[src/rtl/cac_uart_transmitter_pkg.sv]
// Shared CAC UART definitions: transmitter FSM encoding and the elaboration-time
// helpers (ceil-log2, baud divider) used by both the TX and RX paths.
package cac_uart_transmitter_pkg;

  typedef enum logic [1:0] {
    ST_IDLE  = 2'd0,
    ST_START = 2'd1,
    ST_DATA  = 2'd2,
    ST_STOP  = 2'd3
  } tx_state_e;

  // Ceiling log2; returns 0 for values <= 1.
  function automatic int cac_clog2(input int value);
    int result;
    result = 0;
    for (int p = 1; p < value; p = p * 2) begin
      result++;
    end
    return result;
  endfunction

  // Clock cycles per bit, rounded to nearest.
  function automatic int cac_uart_div(input int clk_freq, input int baudrate);
    return (clk_freq + baudrate / 2) / baudrate;
  endfunction

endpackage

[src/rtl/cac_uart_transmitter_if.sv]
// Write-side handshake and status bundle of the CAC UART transmitter.
interface cac_uart_transmitter_if
  import cac_uart_transmitter_pkg::*;
#(
  parameter int WIDTH  = 8,
  parameter int LENGTH = 16
);

  localparam int LEVEL_W = cac_clog2(LENGTH) + 1;

  logic               tx_wr_en;
  logic [WIDTH-1:0]   tx_wr_data;
  logic               tx_full;
  logic               tx_empty;
  logic [LEVEL_W-1:0] tx_level;
  logic               tx_busy;
  logic               tx_overflow;

  modport master (
    output tx_wr_en, tx_wr_data,
    input  tx_full, tx_empty, tx_level, tx_busy, tx_overflow
  );

  modport slave (
    input  tx_wr_en, tx_wr_data,
    output tx_full, tx_empty, tx_level, tx_busy, tx_overflow
  );

endinterface

[src/rtl/cac_uart_transmitter_fifo.sv]
// Single-clock FIFO with registered full/empty/level flags and an overflow
// pulse; shared by the CAC UART TX and RX paths.
module cac_sync_fifo
  import cac_uart_transmitter_pkg::*;
#(
  parameter int WIDTH  = 8,
  parameter int LENGTH = 16,
  localparam int PTR_W   = cac_clog2(LENGTH),
  localparam int LEVEL_W = PTR_W + 1
) (
  input  logic               clk_cac,
  input  logic               rstb_cac,
  input  logic               push,
  input  logic [WIDTH-1:0]   push_data,
  input  logic               pop,
  output logic [WIDTH-1:0]   head,
  output logic               full,
  output logic               empty,
  output logic [LEVEL_W-1:0] level,
  output logic               overflow
);

  logic [WIDTH-1:0]   mem [LENGTH];
  logic [PTR_W-1:0]   wr_ptr;
  logic [PTR_W-1:0]   rd_ptr;
  logic [LEVEL_W-1:0] level_next;
  logic               do_push;
  logic               do_pop;

  // Full/empty are the pre-cycle flags, so a push into a full FIFO is dropped
  // even when a pop happens in the same cycle.
  assign do_push = push && !full;
  assign do_pop  = pop && !empty;
  assign head    = mem[rd_ptr];

  // Occupancy after this cycle's accepted push/pop.
  always_comb begin
    level_next = level;
    case ({do_push, do_pop})
      2'b10:   level_next = level + 1'b1;
      2'b01:   level_next = level - 1'b1;
      default: level_next = level;
    endcase
  end

  // Storage write.
  // NOTE: the data array is left unreset; pointers and level alone define which
  // entries are valid, and skipping reset keeps the array mappable to RAM.
  always_ff @(posedge clk_cac) begin
    if (do_push) begin
      mem[wr_ptr] <= push_data;
    end
  end

  // Pointers (wrap naturally at the power-of-two depth), level and flags.
  always_ff @(posedge clk_cac or negedge rstb_cac) begin
    if (!rstb_cac) begin
      wr_ptr   <= '0;
      rd_ptr   <= '0;
      level    <= '0;
      full     <= 1'b0;
      empty    <= 1'b1;
      overflow <= 1'b0;
    end else begin
      if (do_push) wr_ptr <= wr_ptr + 1'b1;
      if (do_pop)  rd_ptr <= rd_ptr + 1'b1;
      level    <= level_next;
      full     <= (level_next == LEVEL_W'(LENGTH));
      empty    <= (level_next == '0);
      overflow <= push && full;
    end
  end

endmodule

[src/rtl/cac_uart_transmitter.sv]
// CAC UART transmitter: FIFO-buffered bytes serialised as start / BITLEN data
// bits LSB first / stop, with back-to-back frames when data is queued.
module cac_uart_transmitter
  import cac_uart_transmitter_pkg::*;
#(
  parameter int CAC_UART_CLK_FREQ      = 10_000_000,
  parameter int CAC_UART_BAUDRATE      = 115200,
  parameter int CAC_UART_BITLEN        = 8,
  parameter int CAC_UART_BUFFER_WIDTH  = 8,
  parameter int CAC_UART_BUFFER_LENGTH = 16
) (
  input  logic                   clk_cac,
  input  logic                   rstb_cac,
  cac_uart_transmitter_if.slave  bus,
  output logic                   uart_tx
);

  localparam int DIV   = cac_uart_div(CAC_UART_CLK_FREQ, CAC_UART_BAUDRATE);
  localparam int CNT_W = cac_clog2(DIV);
  localparam int BIT_W = cac_clog2(CAC_UART_BITLEN);

  tx_state_e                         state_q, state_d;
  logic [CNT_W-1:0]                  baud_q, baud_d;
  logic [BIT_W-1:0]                  bit_q, bit_d;
  logic [CAC_UART_BITLEN-1:0]        shift_q, shift_d;
  logic                              tx_d;
  logic                              pop;
  logic                              fifo_empty;
  logic                              baud_done;
  logic [CAC_UART_BUFFER_WIDTH-1:0]  head;

  cac_sync_fifo #(
    .WIDTH  (CAC_UART_BUFFER_WIDTH),
    .LENGTH (CAC_UART_BUFFER_LENGTH)
  ) u_fifo (
    .clk_cac   (clk_cac),
    .rstb_cac  (rstb_cac),
    .push      (bus.tx_wr_en),
    .push_data (bus.tx_wr_data),
    .pop       (pop),
    .head      (head),
    .full      (bus.tx_full),
    .empty     (fifo_empty),
    .level     (bus.tx_level),
    .overflow  (bus.tx_overflow)
  );

  assign bus.tx_empty = fifo_empty;
  assign bus.tx_busy  = (state_q != ST_IDLE);
  assign baud_done    = (baud_q == CNT_W'(DIV - 1));

  // Next-state, divider, bit counter, shift register and FIFO pop decode.
  // NOTE: every variable gets a default before the case so no path leaves it
  // unassigned (no latches); combinational blocks use blocking '=' while the
  // state registers below use non-blocking '<='.
  always_comb begin
    state_d = state_q;
    baud_d  = baud_q + 1'b1;
    bit_d   = bit_q;
    shift_d = shift_q;
    pop     = 1'b0;

    case (state_q)
      ST_IDLE: begin
        baud_d = '0;
        if (!fifo_empty) begin
          pop     = 1'b1;
          shift_d = head[CAC_UART_BITLEN-1:0];
          state_d = ST_START;
        end
      end
      ST_START: begin
        if (baud_done) begin
          baud_d  = '0;
          bit_d   = '0;
          state_d = ST_DATA;
        end
      end
      ST_DATA: begin
        if (baud_done) begin
          baud_d  = '0;
          shift_d = shift_q >> 1;
          if (bit_q == BIT_W'(CAC_UART_BITLEN - 1)) begin
            state_d = ST_STOP;
          end else begin
            bit_d = bit_q + 1'b1;
          end
        end
      end
      ST_STOP: begin
        if (baud_done) begin
          baud_d = '0;
          if (!fifo_empty) begin
            pop     = 1'b1;
            shift_d = head[CAC_UART_BITLEN-1:0];
            state_d = ST_START;
          end else begin
            state_d = ST_IDLE;
          end
        end
      end
      default: begin
        baud_d  = '0;
        state_d = ST_IDLE;
      end
    endcase

    // Line level for the state being entered, so the uart_tx flop lines up
    // with state_q.
    case (state_d)
      ST_START: tx_d = 1'b0;
      ST_DATA:  tx_d = shift_d[0];
      default:  tx_d = 1'b1;
    endcase
  end

  // State, counters, shift register and the uart_tx output flop.
  always_ff @(posedge clk_cac or negedge rstb_cac) begin
    if (!rstb_cac) begin
      state_q <= ST_IDLE;
      baud_q  <= '0;
      bit_q   <= '0;
      shift_q <= '0;
      uart_tx <= 1'b1;
    end else begin
      state_q <= state_d;
      baud_q  <= baud_d;
      bit_q   <= bit_d;
      shift_q <= shift_d;
      uart_tx <= tx_d;
    end
  end

endmodule

[src/flat_wrapper.sv]
// flat-port wrapper written by rule: the top's interface ports become plain ports
module cac_uart_transmitter_flat import cac_uart_transmitter_pkg::*;
#(
  parameter int CAC_UART_CLK_FREQ      = 10_000_000,
  parameter int CAC_UART_BAUDRATE      = 115200,
  parameter int CAC_UART_BITLEN        = 8,
  parameter int CAC_UART_BUFFER_WIDTH  = 8,
  parameter int CAC_UART_BUFFER_LENGTH = 16
)
  (clk_cac, rstb_cac, uart_tx, bus_tx_wr_en, bus_tx_wr_data, bus_tx_full, bus_tx_empty, bus_tx_level, bus_tx_busy, bus_tx_overflow);
  cac_uart_transmitter_if #(.WIDTH(8), .LENGTH(16)) bus_i ();
  input  logic clk_cac;
  input  logic rstb_cac;
  output logic uart_tx;
  input wire logic [$bits(bus_i.tx_wr_en)-1:0] bus_tx_wr_en;
  input wire logic [$bits(bus_i.tx_wr_data)-1:0] bus_tx_wr_data;
  output wire logic [$bits(bus_i.tx_full)-1:0] bus_tx_full;
  output wire logic [$bits(bus_i.tx_empty)-1:0] bus_tx_empty;
  output wire logic [$bits(bus_i.tx_level)-1:0] bus_tx_level;
  output wire logic [$bits(bus_i.tx_busy)-1:0] bus_tx_busy;
  output wire logic [$bits(bus_i.tx_overflow)-1:0] bus_tx_overflow;
  assign bus_i.tx_wr_en = bus_tx_wr_en;
  assign bus_i.tx_wr_data = bus_tx_wr_data;
  assign bus_tx_full = bus_i.tx_full;
  assign bus_tx_empty = bus_i.tx_empty;
  assign bus_tx_level = bus_i.tx_level;
  assign bus_tx_busy = bus_i.tx_busy;
  assign bus_tx_overflow = bus_i.tx_overflow;
  cac_uart_transmitter #(.CAC_UART_CLK_FREQ(CAC_UART_CLK_FREQ), .CAC_UART_BAUDRATE(CAC_UART_BAUDRATE), .CAC_UART_BITLEN(CAC_UART_BITLEN), .CAC_UART_BUFFER_WIDTH(CAC_UART_BUFFER_WIDTH), .CAC_UART_BUFFER_LENGTH(CAC_UART_BUFFER_LENGTH)) u_core (.clk_cac(clk_cac), .rstb_cac(rstb_cac), .bus(bus_i), .uart_tx(uart_tx));
endmodule
[config.mk]
export PLATFORM = sky130hd
export DESIGN_NAME = cac_uart_transmitter_flat
export DESIGN_NICKNAME = d
export VERILOG_FILES = /design/src/rtl/cac_uart_transmitter_pkg.sv /design/src/rtl/cac_uart_transmitter_if.sv /design/src/rtl/cac_uart_transmitter_fifo.sv /design/src/rtl/cac_uart_transmitter.sv /design/src/flat_wrapper.sv
export SDC_FILE = /design/constraint.sdc
export NUM_CORES = 1
export LEC_CHECK = 0
export ABC_AREA = 1
export CORE_MARGIN = 2
export CORE_UTILIZATION = 30
export CTS_BUF_LIST = sky130_fd_sc_hd__clkbuf_8
export DETAILED_ROUTE_END_ITERATION = 12
export SYNTH_ARGS = -nofsm -noshare
export SYNTH_HDL_FRONTEND = slang
export SYNTH_SLANG_ARGS = --single-unit
[constraint.sdc]
create_clock -name clk_cac -period 3.4 [get_ports clk_cac]
set_clock_uncertainty 0.15 [all_clocks]
set_input_delay 0.34 -clock clk_cac [delete_from_list [all_inputs] [get_ports clk_cac]]
set_output_delay 0.34 -clock clk_cac [all_outputs]
set_load 0.02 [all_outputs]
# [After elaboration in Yosys (flattened, before gate mapping)]
# Memories as Yosys holds them, arrays and structs flattened.
# Index checks and enable logic that the tools add are counted.
[word_totals] input_bits=11 ff_bits=37 n_memories=1 ram_bits=128 wordCells=70
[op_classes] n_reduce_logical=13 add_sub_neg=6 mux=24 n_eq_ne=14
[mem_list] memory="u_core.u_fifo.mem" depth=16 width=8 read_ports=1 rd_clocked_by_memory_dff=0 wr=1 line_no="cac_uart_transmitter_fifo.sv:23" rtl="logic [WIDTH-1:0] mem [LENGTH];"
[op_table] op="$mux W8" n=3
[op_table] op="$pmux W8 S3" n=1
[op_table] op="$pmux W7 S2" n=1
[op_table] op="$mux W2" n=5
[op_table] op="$pmux W5 S2" n=1
[op_table] op="$mux W3" n=3
[op_table] op="$add A4 B1 Y4 const B" n=2
[op_table] op="$eq A2 B2 Y1 const B" n=4
[op_table] op="$pmux W2 S4" n=1
[op_table] op="$add A7 B1 Y7 const B" n=1
[op_table] op="$eq A7 B7 Y1 const B" n=1
[op_table] op="$mux W7" n=1
[op_table] op="$eq A2 B1 Y1 const B" n=3
[op_table] op="$ne A2 B1 Y1 const B" n=3
[op_table] op="$pmux W3 S2" n=1
[op_table] op="$add A5 B1 Y5 const B" n=1
[op_table] op="$eq A5 B5 Y1 const B" n=1
[op_table] op="$logic_not A5 Y1" n=1
[op_table] op="$mux W1" n=5
[op_table] op="$sub A5 B1 Y5 const B" n=1
[op_table] op="$pmux W1 S2" n=2
[op_table] op="$reduce_and A4 Y1" n=1
[op_table] op="$reduce_bool A2 Y1" n=2
[op_table] op="$add A3 B1 Y3 const B" n=1
[op_table] op="8 further kinds" n=11

# [Longest topological paths before layout]
# Gate-level depths: netlist of the first run.
[depth] word_depth=7 depth_mapped=19

# [Cells and area by module]
# A second synthesis of the first run with hierarchy kept.
[unflattened] hier_cells=661 hier_area_um2=7304.5
[by_module_without_submodules] mod="cac_sync_fifo" instances=1 area_per_inst_um2=6014.5 cells_per_inst=501
[by_module_without_submodules] mod="cac_uart_transmitter" instances=1 area_per_inst_um2=1290.0 cells_per_inst=160

# [Worst setup path after synthesis of the first run]
# Ideal clock, no wire load.
[synth_timing] path_kind="reg2reg" start="register u_core.baud_q[0]" end="register u_core.u_fifo.full" setup_slack_ns=0.570 stages_incl_launch_ff=20 arrival_ns=2.608 cell_sequence="dfrtp_1 > inv_1 > ha_1 > nand2_2 > nor2_2 > nand3_1 > nand2_2 > nand2_2 > nor2_4 > ha_1 > inv_1 > fa_1 > inv_1 > a21oi_1 > nor2_1 > nor2_1 > nand2_1 > nand3_1 > xnor2_1 > nor2b_1"
[synth_via] elab_chain_len=7
[synth_lines] element="start, declared" line_no="cac_uart_transmitter.sv:23" rtl="logic [CNT_W-1:0] baud_q, baud_d;"
[synth_lines] element="start signal, assigned" line_no="cac_uart_transmitter.sv:127" rtl="baud_q <= baud_d;"
[synth_lines] element="$eq A7 B7 Y1 *" line_no="cac_uart_transmitter.sv:50" rtl="assign baud_done = (baud_q == CNT_W'(DIV - 1));"
[synth_lines] element="$mux W1 *" line_no="cac_uart_transmitter.sv:91" rtl="if (baud_done) begin"
[synth_lines] element="$pmux W1 S2 *" line_no="cac_uart_transmitter.sv:63" rtl="case (state_q)"
[synth_lines] element="$logic_and A1 B1 Y1 *" line_no="cac_uart_transmitter_fifo.sv:33" rtl="assign do_pop = pop && !empty;"
[synth_lines] element="named net u_core.u_fifo.do_pop" line_no="cac_uart_transmitter_fifo.sv:28" rtl="logic do_pop;"
[synth_lines] element="$eq A2 B1 Y1 / $eq A2 B2 Y1 (equally long branches)" line_no="cac_uart_transmitter_fifo.sv:39" rtl="case ({do_push, do_pop})"
[synth_lines] element="$pmux W5 S2 *" line_no="cac_uart_transmitter_fifo.sv:39"
[synth_lines] element="named net u_core.u_fifo.level_next[4]" line_no="cac_uart_transmitter_fifo.sv:26" rtl="logic [LEVEL_W-1:0] level_next;"
[synth_lines] element="$eq A5 B5 Y1 *" line_no="cac_uart_transmitter_fifo.sv:68" rtl="full <= (level_next == LEVEL_W'(LENGTH));"
[synth_lines] element="end signal, assigned" line_no="cac_uart_transmitter_fifo.sv:68"
[synth_lines] element="end, declared" line_no="cac_uart_transmitter_fifo.sv:17" rtl="output logic full,"
# Mark *: on every way through the listed nets, which the timed path passes. The rest lies on a longest branch.
# A chain may end at the register's enable or synchronous reset.

# [Worst setup path after layout of the first run]
# Ends and elaborated chain as after synthesis.

==> results by group, run 1 <==
Logic synthesis
  – Top-count cell post-synth: edfxtp_1
  – Synth cell types: between 40 and 50
  – Synth cell count leaders: edfxtp_1, nor2_1, nand2_1, nand3_1, inv_1
  – Syn_area_per_cell: 11.6 µm²
  – Ys flop type: edfxtp_1
  – Number of synthesized flops with an enable pin: 128
  – Yosys top cell area share: 0.523
  – Number of synthesized register bits: between 150 and 200
  – Synth Cell Area: 7350 µm²
  – Synth warn: 0
  – Area leader, netlist: edfxtp_1
  – Top cells by area, synth: edfxtp_1, dfrtp_1, o211ai_1
  – Post-Syn Instances: 634
  – Ys async rst share: 0.224
  – Part of the Yosys area used for sequential elements: 0.649
  – Post-Syn Nets: 664

Layout
  – Post-layout util: 0.344
  – Layout area overhead: 13.1%
  – Final nets: 695
  – Fill count: approximately 2400
  – Finished Cell Area: between 8000 and 9000 µm²
  – Multi-input gate area: 2220 µm²
  – FF/Latch Area: about 4800 µm²
  – Ant diodes: 0
  – Layout cell share with drive strength beyond 1: 0.112

Run
  – Max cap viols: 0

Clock tree
  – Max Root-Sink Buffers: 2
  – TritonCTS Sinks: 165
  – H-tree levels: 4
  – Total CTS buffers: 17
  – CTS tree: built
  – Clk slew on worst S/H paths: 0.09 ns
  – Clk_lat worst skew: 0.46 ns
  – Root Buffer: clkbuf_8

Floorplanning
  – Row Count: 57
  – Starting density of the core: 0.304
  – # IOs: 21
  – Chip height: 161 µm
  – Die Area: roughly 26000 µm²
  – Core Area: 24200 µm²
  – Chip width: between 150 and 200 µm

Drt
  – DRT Pass-1 Iters: 4
  – Via-to-Cell Ratio: between 4 and 5
  – Final wirelength: 15.7 mm
  – Final ANT Viol Nets: 0
  – # DRC: 0
  – Avg WL per Cell: between 15 and 20 µm
  – Vias: 4616
  – Starting DRT DRC Count: 300

Worst setup path
  – Critical path fanouts, max: 5
  – Worst R2R End: u_core.u_fifo.full$_DFF_PN0_
  – R2r startpoint: u_core.baud_q[0]$_DFF_PN0_
  – WP data arrival: 3.30 ns
  – WS Path Type: register to register
  – Reg2Reg Setup Slack: 0.30 ns
  – R2R cell count: 19
  – Crit path capture type: register
  – Startpoint Class: register
  – CP required: 3.60 ns

Global routing
  – Total gr overflow: 0
  – Global Route Usage Sum: 0.127
  – Initial antenna violation count: 0
  – Largest net degree at the start of global routing: 72
  – Vias in the first global route: between 4000 and 5000
  – Global-route wire length before repair: 25.2 mm

Place
  – Dpl hpwl: ~10 mm
  – Dpl cell area: slightly below 8000 µm²
  – # port buffers: 20
  – GP Congestion: 0.797

Power and ir drop
  – Cell-internal power: 3.90 mW
  – Worst vdd ir: 0.323 mV
  – Clock power share: 0.201
  – Net switching power: roughly 2.4 mW
  – Comb power frac: 0.378
  – Cell Pwr Density: 758 nW/µm²
  – Sw frac: 0.381
  – P_leak: 3.12 nW
  – Sequential Power Share: 0.421

Hold path
  – Hold Crit Start: bus_tx_wr_en
  – Min-Delay Path Class: input port to register
  – Hold Path Stages: 3
  – WHS Endpoint: u_core.u_fifo.overflow$_DFF_PN0_

STA
  – Slew HR: 0.411
  – Worst-Margin Slew: around 0.88 ns
  – Final setup violation count: 0
  – Ratio of final minimum period to clock period: 0.911
  – Final hold viol count: 0
  – Fin. max-slew vios: 0
  – Minimum clock period: 3.10 ns
  – Fmax: 323 MHz

Outcome
  – Status: complete, no violations
[state kept, by name, summed over array words and instances, names as in the netlist]
name,count
u_core.shift_q,8
u_core.baud_q,7
u_core.u_fifo.empty,1
u_core.u_fifo.rd_ptr,4
u_core.u_fifo.mem,128
u_core.bit_q,3
u_core.u_fifo.full,1
u_core.u_fifo.level,5
u_core.u_fifo.wr_ptr,4
u_core.uart_tx,1
u_core.u_fifo.overflow,1
u_core.state_q,2
[power by group through the flow]
stage               Sequential (mW)  Combinational (mW)  Clock, mW
CTS                            2.65                2.40       1.29
finish                         2.65                2.38       1.26
global route                   2.69                2.68       1.38
detailed placement             2.69                2.38          0
global placement               2.69                2.36          0
floorplan                      2.71                1.65          0
[placed cells by master (no fill, tap or decap), drive strengths merged, types with 2 or more instances in the layout]
master / Yosys / final
buf: 24 / 19
inv: 53 / 61
nor3: 4 / 4
clkdlybuf4s50: 0 / 19
clkbuf: 3 / 18
nand4: 3 / 3
nand2: 78 / 78
nand3: 56 / 56
a32o: 2 / 2
o21ai: 48 / 48
ha: 18 / 18
o22ai: 2 / 2
a21oi: 9 / 9
dfrtp: 35 / 35
o211ai: 39 / 39
clkinv: 2 / 7
xor2: 8 / 8
a22oi: 3 / 3
xnor2: 3 / 3
nor3b: 2 / 2
a31oi: 3 / 3
edfxtp: 128 / 128
or2: 21 / 21
nor2: 81 / 81
dfstp: 2 / 2
[worst max-delay path: stages (launching register included)]
cell,delay (ns)
dfrtp_1,0.41
inv_1,0.07
ha_1,0.16
nand2_2,0.06
nor2_2,0.17
nand3_1,0.14
nand2_2,0.12
nand2_2,0.08
nor2_4,0.18
ha_2,0.24
inv_1,0.07
fa_1,0.35
inv_1,0.09
a21oi_1,0.07
nor2_1,0.12
nor2_1,0.05
nand2_1,0.05
nand3_1,0.11
xnor2_2,0.17
nor2b_1,0.13
[routing by layer]
| layer | track usage | vias up | part of all wire | routed length (µm) |
|---|---|---|---|---|
| li1 | - | 2282 | - | - |
| met1 | 0.172 | 2232 | 0.47 | 7320 |
| met2 | 0.207 | 84 | 0.48 | 7580 |
| met3 | 0.0266 | 18 | 0.040 | 623 |
| met4 | 0.0377 | 0 | 0.013 | 205 |
| met5 | 0 | - | 0 | 0 |
[worst max-delay path by stage]
stage	startpoint	end	slack (ns)	cells past startpoint
global placement	u_core.baud_q[0]$_DFF_PN0_	u_core.u_fifo.full$_DFF_PN0_	0.32	19
detailed placement	u_core.baud_q[0]$_DFF_PN0_	u_core.u_fifo.full$_DFF_PN0_	0.25	19
floorplan	u_core.baud_q[0]$_DFF_PN0_	u_core.u_fifo.full$_DFF_PN0_	0.57	19
CTS	u_core.baud_q[0]$_DFF_PN0_	u_core.u_fifo.full$_DFF_PN0_	0.24	19
global route	u_core.baud_q[0]$_DFF_PN0_	u_core.u_fifo.full$_DFF_PN0_	-0.02	19
finish	u_core.baud_q[0]$_DFF_PN0_	u_core.u_fifo.full$_DFF_PN0_	0.30	19
[cell families (layout without fill, tap and decap cells)]
| group | count (synthesis) | count (layout) | share of synthesized area |
|---|---|---|---|
| and+or+nand+nor | 246 | 246 | 0.155 |
| adders and majority gates | 19 | 19 | 0.0334 |
| AOI/OAI and AO/OA | 111 | 111 | 0.0991 |
| DFF | 165 | 165 | 0.649 |
| buffers and inverters | 82 | 126 | 0.0504 |
| xor gates and xnor gates | 11 | 11 | 0.0131 |
[repair_timing]
action | in CTS | in global routing
gates resized for setup | 0 | 2
hold buffers | 1 | 0
setup buffers | 0 | 2
endpoints found under the setup margin | 0 | 1
hold endpoints to repair | 35 | 0
[stage by stage]
step	worst slack, ns	std cells	hold WS, ns	total power [mW]	TNS, ns
4_1_cts	0.243	1000	0.252	6.34	0
6_report	0.303	1002	0.274	6.30	0
3_3_place_gp	0.324	967	0.314	5.05	0
2_1_floorplan	0.570	634	-0.106	4.35	0
5_1_grt	-0.0192	1002	0.256	6.75	-0.0192
3_5_place_dp	0.249	967	0.314	5.08	0
[cell type report]
cell class	instances	share of cell area
multi-input cells	387	0.267
clock buffers	18	0.0298
clock inverters	14	0.0116
repair buffers	39	0.0439
flip-flops and latches	165	0.574
inverters	55	0.0253
well taps	324	0.0488
Power figures use the tool's default switching activity.
==> inputs of run 2 (changes only) <==
--- a/config.mk
+++ b/config.mk
@@ -10,6 +10,7 @@
 export CORE_UTILIZATION = 30
 export CTS_BUF_LIST = sky130_fd_sc_hd__clkbuf_8
 export DETAILED_ROUTE_END_ITERATION = 12
+export GPL_ROUTABILITY_DRIVEN = 0
 export SYNTH_ARGS = -nofsm -noshare
 export SYNTH_HDL_FRONTEND = slang
 export SYNTH_SLANG_ARGS = --single-unit
==> results of run 2 <==
Same layout as run 1: the final DEF is identical, and so are final timing and power.
==> inputs of run 3 (changes only) <==
--- a/config.mk
+++ b/config.mk
@@ -11,6 +11,7 @@
 export CTS_BUF_LIST = sky130_fd_sc_hd__clkbuf_8
 export DETAILED_ROUTE_END_ITERATION = 12
 export GPL_ROUTABILITY_DRIVEN = 0
+export REMOVE_ABC_BUFFERS = 1
 export SYNTH_ARGS = -nofsm -noshare
 export SYNTH_HDL_FRONTEND = slang
 export SYNTH_SLANG_ARGS = --single-unit
==> results by group, run 3 (synthesis results as in run 1) <==
Outcome
  – Status: complete, no violations (unchanged)

Global routing
  – Initial antenna violation count: 0 (unchanged)
  – Total gr overflow: 0 (unchanged)
  – Global-route wire length before repair: 24.9 mm (was 25.2 mm)
  – Vias in the first global route: 4576 (was 4552)
  – Largest net degree at the start of global routing: 47 (was 72)
  – Global Route Usage Sum: 0.126 (was 0.127)

Hold path
  – Min-Delay Path Class: input port to register (unchanged)
  – Hold Crit Start: bus_tx_wr_en (unchanged)

Layout
  – Final nets: 699 (was 695)
  – Layout area overhead: 13.7% (was 13.1%)
  – Biggest regs: u_core.u_fifo.mem x128, u_core.shift_q x8, u_core.baud_q x7 (unchanged)
  – Finished Cell Area: 8360 µm² (was 8320 µm²)
  – Layout cell share with drive strength beyond 1: 0.120 (was 0.112)
  – Ant diodes: 0 (unchanged)
  – Most frequent cells in the layout: edfxtp_1, nor2_1, nand2_1 (unchanged)
  – Reg with most FFs: u_core.u_fifo.mem (unchanged)
  – Most common cell after layout, fill and taps aside: edfxtp_1 (unchanged)
  – Filler-free cell count of the finished design: 1006 (was 1002)
  – Max reg flops: 128 (unchanged)

STA
  – Fmax: 323 MHz (about the same)
  – Slew HR: 0.440 (was 0.411)
  – Worst-Margin Slew: 0.841 ns (was 0.883 ns)
  – Fin. max-slew vios: 0 (unchanged)
  – Final worst setup slack: 0.307 ns (was 0.303 ns)
  – Ratio of final minimum period to clock period: 0.910 (was 0.911)
  – Setup TNS: 0 ns (unchanged)
  – RSZ-0062 raised after global routing: no
  – Final setup violation count: 0 (unchanged)
  – Minimum clock period: 3.09 ns (was 3.10 ns)
  – Final hold viol count: 0 (unchanged)

Floorplanning
  – Row Count: 57 (unchanged)
  – Die Area: 25800 µm² (unchanged)
  – Chip height: 161 µm (unchanged)
  – # IOs: 21 (unchanged)
  – Chip width: 161 µm (unchanged)
  – Core Area: 24200 µm² (unchanged)
  – Starting density of the core: 0.304 (unchanged)

Drt
  – Via-to-Cell Ratio: 4.60 (was 4.61)
  – # DRC: 0 (unchanged)
  – Vias: 4628 (was 4616)
  – Routed met3 length: 497 µm (was 623 µm)
  – Final wirelength: 15.7 mm (about the same)
  – Starting DRT DRC Count: 256 (was 300)
  – Top Layer Used: met4 (unchanged)
  – Avg WL per Cell: 15.6 µm (was 15.7 µm)
  – DRT met1 WL: 7.05 mm (was 7.32 mm)
  – DRT Pass-1 Iters: 5 (was 4)
  – WL met2: 7.81 mm (was 7.58 mm)
  – Final ANT Viol Nets: 0 (unchanged)

Clock tree
  – Clk_lat worst skew: 0.46 ns (about the same)
  – CTS tree: built (unchanged)
  – Clk slew on worst S/H paths: 0.08 ns (was 0.09 ns)
  – H-tree levels: 4 (unchanged)
  – Max Root-Sink Buffers: 2 (unchanged)
  – Post-CTS Setup Bufs: 0 (unchanged)
  – Root Buffer: clkbuf_8 (unchanged)
  – TritonCTS Sinks: 165 (unchanged)
  – Total CTS buffers: 17 (unchanged)

Power and ir drop
  – P_leak: 3.12 nW (about the same)
  – Worst vdd ir: 0.420 mV (was 0.323 mV)
  – Power, Total: 6.36 mW (was 6.30 mW)
  – Cell Pwr Density: 762 nW/µm² (was 758 nW/µm²)

Place
  – # port buffers: 20 (unchanged)
  – Post-place setup slack: 0.237 ns (was 0.249 ns)
  – Placed Instances: 973 (was 967)
  – Dpl cell area: 7960 µm² (was 7940 µm²)
  – Dpl hpwl: 9.95 mm (was 9.91 mm)

Worst setup path
  – Critical Path Source: u_core.baud_q[0]$_DFF_PN0_ (unchanged)
  – Startpoint Class: register (unchanged)
  – WP data arrival: 3.33 ns (was 3.30 ns)
  – Critical path fanouts, max: 6 (was 5)
  – Crit path capture type: register (unchanged)
  – CP required: 3.64 ns (was 3.60 ns)
  – WS Path Type: register to register (unchanged)
  – R2r startpoint: u_core.baud_q[0]$_DFF_PN0_ (unchanged)

Run
  – Max cap viols: 0 (unchanged)
run 3: area by class of cell:
class | count | area [µm²]
Clock buffer | 17 | 234
Clock inverter | 15 | 153
Fill cell | 2402 | 15800
Inverter | 55 | 210
Multi-Input combinational cell | 387 | 2210
Sequential cell | 165 | 4770
Tap cell | 324 | 405
Timing Repair Buffer | 43 | 370
run 3: path summary, 6_finish.rpt:
kind	slack [ns]	depth (start not counted)	to
min in group asynchronous	0.37	2	u_core.bit_q[0]$_DFFE_PN0P_
min reg2reg	0.34	2	u_core.shift_q[0]$_DFF_PN0_
max in group asynchronous	2.15	2	u_core.u_fifo.rd_ptr[0]$_DFFE_PN0P_
max	0.31	19	u_core.u_fifo.full$_DFF_PN0_
max reg2reg	0.31	19	u_core.u_fifo.full$_DFF_PN0_
min	0.28	3	u_core.u_fifo.overflow$_DFF_PN0_
run 3: worst max-delay path, stage by stage (launching register included):
cell	delay, ns
dfrtp_1	0.41
inv_1	0.07
ha_1	0.15
nand2_2	0.05
nor2_2	0.16
nand3_1	0.14
nand2_2	0.12
nand2_2	0.08
nor2_4	0.18
ha_2	0.26
inv_1	0.08
fa_1	0.36
inv_1	0.09
a21oi_1	0.06
nor2_1	0.11
nor2_1	0.05
nand2_1	0.05
nand3_1	0.08
xnor2_1	0.21
nor2b_1	0.15
run 3: what timing repair did:
action,in CTS,in global routing
hold buffers,1,0
setup endpoints to repair,0,1
gates resized for setup,0,1
endpoints found under the hold margin,35,0
run 3: report_power, final:
| group | leakage (nW) | internal [mW] | switching (mW) |
|---|---|---|---|
| Sequential | 1.63 | 2.49 | 0.159 |
| Combinational | 1.29 | 0.807 | 1.54 |
| Clock | 0.200 | 0.598 | 0.764 |
| Total | 3.12 | 3.90 | 2.47 |
run 3: stage by stage:
step,hold WS (ns),utilization
2_1_floorplan,-0.106,-
3_3_place_gp,0.318,0.329
3_5_place_dp,0.323,0.329
4_1_cts,0.244,0.345
5_1_grt,0.291,0.346
6_report,0.280,0.346
run 3: routing by layer:
metal	vias to the layer above	GRT usage
met5	-	0
met4	0	0.0536
met3	21	0.0243
met2	84	0.210
met1	2224	0.162
li1	2299	-
